===== config.mk =====
export PLATFORM = sky130hd
export DESIGN_NAME = safe_key_feeder
export DESIGN_NICKNAME = d
export VERILOG_FILES = /design/src/rtl/safe_key_feeder_pkg.sv /design/src/rtl/safe_key_feeder_key_unscramble.sv /design/src/rtl/safe_key_feeder.sv
export SDC_FILE = /design/constraint.sdc
export NUM_CORES = 1
export LEC_CHECK = 0
export CORE_ASPECT_RATIO = 1.5
export CORE_MARGIN = 1.5
export CORE_UTILIZATION = 57
export CTS_CLUSTER_SIZE = 25
export DETAILED_ROUTE_END_ITERATION = 8
export PLACE_DENSITY = 0.95
export SYNTH_ARGS = -nofsm -noshare
export SYNTH_HDL_FRONTEND = slang
export SYNTH_HIERARCHICAL = 1
export SYNTH_SLANG_ARGS = --single-unit

===== constraint.sdc =====
create_clock -name clk -period 3.9 [get_ports clk]
set_input_delay 0.975 -clock clk [delete_from_list [all_inputs] [get_ports clk]]
set_output_delay 0.975 -clock clk [all_outputs]
set_load 0.02 [all_outputs]

===== src/rtl/safe_key_feeder_pkg.sv =====
// Shared widths, FSM encoding and the published target key for the safe key feeder.
package safe_pkg;

    localparam int unsigned DATA_W  = 7;
    localparam int unsigned NBEATS  = 8;
    localparam int unsigned STRIDE  = 5;
    localparam int unsigned KEY_W   = 56;
    localparam int unsigned PHASE_W = $clog2(NBEATS);

    localparam logic [KEY_W-1:0] TARGET_KEY = 56'd3008192072309708;

    typedef enum logic [1:0] {
        IDLE,
        SEND,
        CHECK,
        DONE
    } state_t;

    typedef logic [DATA_W-1:0] char_t;

    // Character image indexed by checker memory location
    typedef char_t [NBEATS-1:0] image_t;

endpackage


===== src/rtl/safe_key_feeder_key_unscramble.sv =====
// Inverts the checker's bit shuffle: 56-bit shuffled key -> 8-entry character image.
module key_unscramble
    import safe_pkg::*;
(
    input  logic [KEY_W-1:0] i_key,
    output image_t           o_img
);

    logic [KEY_W-1:0] w_magic;

    assign w_magic = {i_key[13:0], i_key[45:26], i_key[25:14], i_key[55:46]};

    // Magic is split MSB-first in the checker's concatenation order 0,5,6,2,4,3,7,1
    assign o_img[0] = w_magic[55:49];
    assign o_img[5] = w_magic[48:42];
    assign o_img[6] = w_magic[41:35];
    assign o_img[2] = w_magic[34:28];
    assign o_img[4] = w_magic[27:21];
    assign o_img[3] = w_magic[20:14];
    assign o_img[7] = w_magic[13:7];
    assign o_img[1] = w_magic[6:0];

endmodule


===== src/rtl/safe_key_feeder.sv =====
// Streams an unscrambled key image into the safe checker in its stride-5 write order
// and captures the checker's open_safe verdict.
module safe_key_feeder
    import safe_pkg::*;
(
    input  logic              clk,
    input  logic              rst_n,
    input  logic              start,
    input  logic [KEY_W-1:0]  key,
    input  logic              open_safe,
    output logic [DATA_W-1:0] data,
    output logic              busy,
    output logic              done,
    output logic              pass
);

    localparam int unsigned BEAT_W = $clog2(NBEATS);

    state_t              r_state;
    state_t              w_state_nxt;
    logic [PHASE_W-1:0]  r_phase;
    logic [PHASE_W-1:0]  w_phase_nxt;
    logic [BEAT_W-1:0]   r_beat;
    logic [BEAT_W-1:0]   w_beat_nxt;
    image_t              r_img;
    image_t              w_img_nxt;
    image_t              w_key_img;
    logic                r_pass;
    logic                w_pass_nxt;
    logic [DATA_W-1:0]   r_data;
    logic [DATA_W-1:0]   w_data_nxt;
    logic                r_busy;
    logic                r_done;

    key_unscramble u_key_unscramble (
        .i_key (key),
        .o_img (w_key_img)
    );

    // State and datapath registers
    always_ff @(posedge clk or negedge rst_n) begin
        if (!rst_n) begin
            r_state <= IDLE;
            r_phase <= '0;
            r_beat  <= '0;
            r_img   <= '0;
            r_pass  <= 1'b0;
            r_data  <= '0;
            r_busy  <= 1'b0;
            r_done  <= 1'b0;
        end else begin
            r_state <= w_state_nxt;
            r_phase <= w_phase_nxt;
            r_beat  <= w_beat_nxt;
            r_img   <= w_img_nxt;
            r_pass  <= w_pass_nxt;
            r_data  <= w_data_nxt;
            r_busy  <= (w_state_nxt == SEND) || (w_state_nxt == CHECK);
            r_done  <= (w_state_nxt == DONE);
        end
    end

    // Next-state logic; data is pre-computed for the phase the checker will hold next cycle
    always_comb begin
        w_state_nxt = r_state;
        w_beat_nxt  = r_beat;
        w_img_nxt   = r_img;
        w_pass_nxt  = r_pass;
        w_phase_nxt = r_phase + PHASE_W'(STRIDE);

        case (r_state)
            IDLE, DONE: begin
                if (start) begin
                    w_state_nxt = SEND;
                    w_img_nxt   = w_key_img;
                    w_beat_nxt  = '0;
                    w_pass_nxt  = 1'b0;
                end
            end
            SEND: begin
                w_beat_nxt = r_beat + BEAT_W'(1);
                if (r_beat == BEAT_W'(NBEATS - 1)) begin
                    w_state_nxt = CHECK;
                end
            end
            CHECK: begin
                w_pass_nxt  = open_safe;
                w_state_nxt = DONE;
            end
            default: begin
                w_state_nxt = IDLE;
            end
        endcase

        w_data_nxt = (w_state_nxt == IDLE) ? '0 : w_img_nxt[w_phase_nxt];
    end

    assign data = r_data;
    assign busy = r_busy;
    assign done = r_done;
    assign pass = r_pass;

endmodule

Word-level counts from Yosys, hierarchy flattened
Index checks and enable logic that the tools add are counted.

storage, ports and cells
  output and inout port bits = 10
  bits in registers = 74
  input bits = 60

cells by class
  $lt $le $gt $ge = 1
  eq/ne operators = 8
  $add $sub $neg = 2
  multiplexer cells = 12
  reduce and logical (&&, ||, !) cells = 8

operators by type and width
  cell                                                count
  2-to-1 mux 56 bit                                   2
  binary-select mux 7 bit (select 3 bit)              1
  2-to-1 mux 7 bit                                    2
  == test 2 bit, second input constant                4
  case mux 2 bit (3 select lines)                     1
  case mux 3 bit (2 select lines)                     1
  == test 2 x 1 -> 1 bit, second input constant       2
  logical NOT 2 bit                                   2
  < comparator 3 x 4 -> 1 bit, second input constant  1
  2-to-1 mux 2 bit                                    2
  AND reduction 2 bit                                 2
  nonzero test 2 bit                                  2
  adder 3 x 1 -> 3 bit, second input constant         1
  adder 3 bit, second input constant                  1
  == test 3 bit, second input constant                1
  2-to-1 mux 3 bit                                    1
  != test 2 bit, second input constant                1
  case mux 1 bit (2 select lines)                     1
  OR reduction 2 bit                                  1
  logical OR 1 bit                                    1
  2-to-1 mux 1 bit                                    1

Longest topological paths before layout
  depth in word-level cells = 6
  mapped depth = 10
  gate-level depth less buffers = 9

By module
Netlist, hierarchy kept.

modules (own cells, without submodules)
  module           seq. area each (µm²)  times used  area each (µm²)  cells an instance
  safe_key_feeder  1851.8                1           3592.2           300
  key_unscramble   0.0                   1           420.4            56

Worst setup path after synthesis
Ideal clock, no wire load.

  kind = in2reg
  start = in start
  end = reg r_data[3] (netlist: data[3])
  required time = 3834 ps
  path slack = 1404 ps
  library setup time = 66 ps
  stages on the path = 8
  arrival time = 2430 ps
  cells stage by stage = buf_2 > clkbuf_1 > nor2b_1 > a21o_1 > ha_1 > nor2_1 > o21a_1 > a22o_1

on the way
  word-level cells in the longest chain between the ends = 5
  elaborated cells on any way between the ends = 8
  those cells by class = mux: 7; reduce/logical: 1

ends and longest elaborated chain
  item                                    RTL line               source
  start, declared                         safe_key_feeder.sv:8   input logic start,
  2-to-1 mux 56 bit                       safe_key_feeder.sv:73  if (start) begin
  2-to-1 mux 56 bit                       safe_key_feeder.sv:71  case (r_state)
  binary-select mux 7 bit (select 3 bit)  safe_key_feeder.sv:95  w_data_nxt = (w_state_nxt == IDLE) ? '0 : w_img_nxt[w_phase_nxt];
  2-to-1 mux 7 bit (not written as such)  safe_key_feeder.sv:95
  2-to-1 mux 7 bit *                      safe_key_feeder.sv:95
  named net w_data_nxt[3]                 safe_key_feeder.sv:31  logic [DATA_W-1:0] w_data_nxt;
  end signal, assigned                    safe_key_feeder.sv:57  r_data <= w_data_nxt;
  end, declared                           safe_key_feeder.sv:30  logic [DATA_W-1:0] r_data;

Mark *: on every way through the listed nets, which the timed path passes. The rest lies on a longest branch. The select of a mux whose other input is x is not followed.
A chain may end at the register's enable or synchronous reset.

Worst setup path in the final report
Ends and elaborated chain as after synthesis.

==> reports/qor.txt <==
top cell type's share of synthesized area = 0.461
CTS Sinks = 74
Post-Syn Instances = 356
clk root buf = clkbuf_8
Synth top cells by count = dfrtp_1, buf_4, a21o_1
top_reg_cell synth = dfrtp_1
Fmax = 332 MHz
clk slew on worst S/H paths = 0.07 ns
syn_area_per_cell = 11.3 µm²
max cap viols = 0
H-Tree Depth = 3
met2 routed WL = 4320 µm
pwr dens = 792 nW/µm²
ANT nets after route = 0
Worst IR Drop VDD = 394 µV
height of the die = 106 µm
RSZ-0062 raised after global routing = no
YS warnings = 6
CP Class = primary input to flop
Max-slew headroom = 0.402
async set-or-reset flop fraction in the synthesized netlist = 1.00
leakage = 2.30 nW
DRC Markers = 5
Initial DRC Count = 270
top sig layer = met4
placed cells = 427
final slew viol count = 0
post-route cell area = 4480 µm²
hold buffers post-CTS = 0
DR vias = 2726
GRT Util Overall = 0.241
failing checks = DRC
DIE AREA = 7560 µm²
final non-filler cell total = 443
wire length per cell = 19.3 µm
WP data required = 4.19 ns
port buffer count = 69
Worst-Skew Late Latency = 0.35 ns
antenna cells = 0
Worst setup EP type = flop
Cell Rows = 37
starting density of the core = 0.586
Hold Crit Class = flop to flop
Hold Fails Final Rpt = 0
TritonCTS buffer count = 9
# resized after CTS = 0
CTS tree = yes
Yosys reg bits = 74
routed wl met3 = 410 µm
share of post-route cells with drive strength above 1 = 0.0986
Setup Buffers After CTS = 0
Post-Route Setup TNS = 0 ns
crit path max fanout = 22
placed cell area = 4300 µm²
Seq/Total Area, Yosys = 0.461
Chip Width = 71.5 µm
GRT overflow = 0
Distinct cells, synth = 33
status = finished with violations
vias in the first global route = 2896
R2R depth = 7
First-pass DRT Iterations = 7
minimum clock period = 3.01 ns
Core Area = 6850 µm²
IO Pins = 70
most area-consuming cells after synthesis = dfrtp_1, buf_4, a211o_1
post-synthesis instance area = 4010 µm²
global-route wire length before repair = 13800 µm
P&R area growth vs syn = 11.7%
Layout Nets = 427
global placement routability congestion = 0.840
syn nets = 423
Tcrit/Tclk final = 0.773
hpwl dp = 5910 µm
fill cell count = 505
Vias/cell = 6.15
largest net degree at the start of global routing = 97
Worst Skew = 0.00817 ns
Metal-1 WL = 3450 µm
Final Util = 0.654
CP Launch Type = primary input
CTS Buffer Depth = 2
initial antenna violation count = 0
crit path DAT = 3.30 ns
Final setup viols = 0
Worst-Margin Slew = 0.897 ns
Worst Hold Depth = 1
Post-synth EDFFs = 0
largest area contributor in the netlist = dfrtp_1
final wirelength = 8560 µm
count leader, synth = dfrtp_1
-- report_power, final --
group / internal (mW) / total, mW / leakage [nW] / switching, mW
logic: 0.816 / 1.67 / 1.30 / 0.854
registers: 1.14 / 1.31 / 0.907 / 0.179
clock network: 0.295 / 0.564 / 0.0914 / 0.270
total: 2.25 / 3.55 / 2.30 / 1.30
-- layer usage --
metal  track usage  up-vias
li1              -     1266
met1         0.297     1354
met2         0.382       84
met3        0.0507       22
met4         0.154        0
met5             0        -
-- registers in the layout, summed over array words and instances, names as in the netlist --
register,count
r_img,56
data,7
r_beat,3
r_phase,3
r_state,2
busy,1
done,1
pass,1
-- worst max-delay path: stages --
cell             delay (ns)
clkdlybuf4s50_1        0.64
buf_4                  0.32
o21ai_0                0.19
o21ai_0                0.17
ha_1                   0.24
nor2_1                 0.43
o21a_1                 0.20
a22o_1                 0.13
-- cell families after synthesis --
| group | count (synthesis) | synth area share |
|---|---|---|
| buffers and inverters | 87 | 0.141 |
| xor gates and xnor gates | 2 | 0.00437 |
| AOI/OAI and AO/OA | 116 | 0.239 |
| and+or+nand+nor | 51 | 0.0773 |
| DFF | 74 | 0.461 |
| adders and majority gates | 7 | 0.0218 |
| muxes | 19 | 0.0549 |
-- per-stage QoR --
stage	hold WS, ns	total power, mW	setup WS [ns]
6_report	0.482	3.55	0.886
5_1_grt	0.494	3.77	0.720
4_1_cts	0.483	3.55	0.889
3_5_place_dp	0.467	2.98	0.535
3_3_place_gp	0.459	2.87	0.692
2_1_floorplan	0.447	2.55	1.40
-- cells in the final DEF (no fill, tap or decap) --
cell,instances
o21a_1,1
a2111oi_1,1
clkbuf_8,9
nand3b_1,1
a22o_1,7
mux2_2,12
and3_1,40
nor2b_1,2
mux2_4,3
clkbuf_1,4
a211o_1,37
dfrtp_1,74
nand2_2,1
o21ai_0,6
nand2b_1,2
a21o_1,41
inv_1,6
clkinv_2,2
a311oi_1,1
xnor2_1,2
mux2i_1,4
nor2_1,3
a32oi_1,3
a21oi_1,3
bufinv_16,1
or2_2,1
buf_12,1
clkdlybuf4s50_1,68
o221a_2,1
nand2_1,1
buf_2,1
a211oi_1,3
o2111a_1,12
buf_4,4
ha_1,7
-- path summary, 6_finish.rpt --
check / from / to / slack [ns]
min: r_img[19] / r_img[19] / 0.48
max reg2reg: r_state[0] / data[4] / 1.18
max: start / data[3] / 0.89
min reg2reg: r_img[19] / r_img[19] / 0.48
min in group asynchronous: rst_n / r_beat[0] / 0.83
max in group asynchronous: rst_n / r_img[41] / 2.49
-- layout make-up --
class                      instances  area (µm²)  share of cell area
timing repair buffer              74         736               0.164
multi-input combinational        195        1600               0.356
clock buffer                      13         139              0.0310
sequential                        74        1850               0.413
clock inverter                     3        40.0             0.00893
inverter                           6        22.5             0.00503
tap                               78        97.6              0.0218
Note: power is estimated with default switching activity, not from simulation.
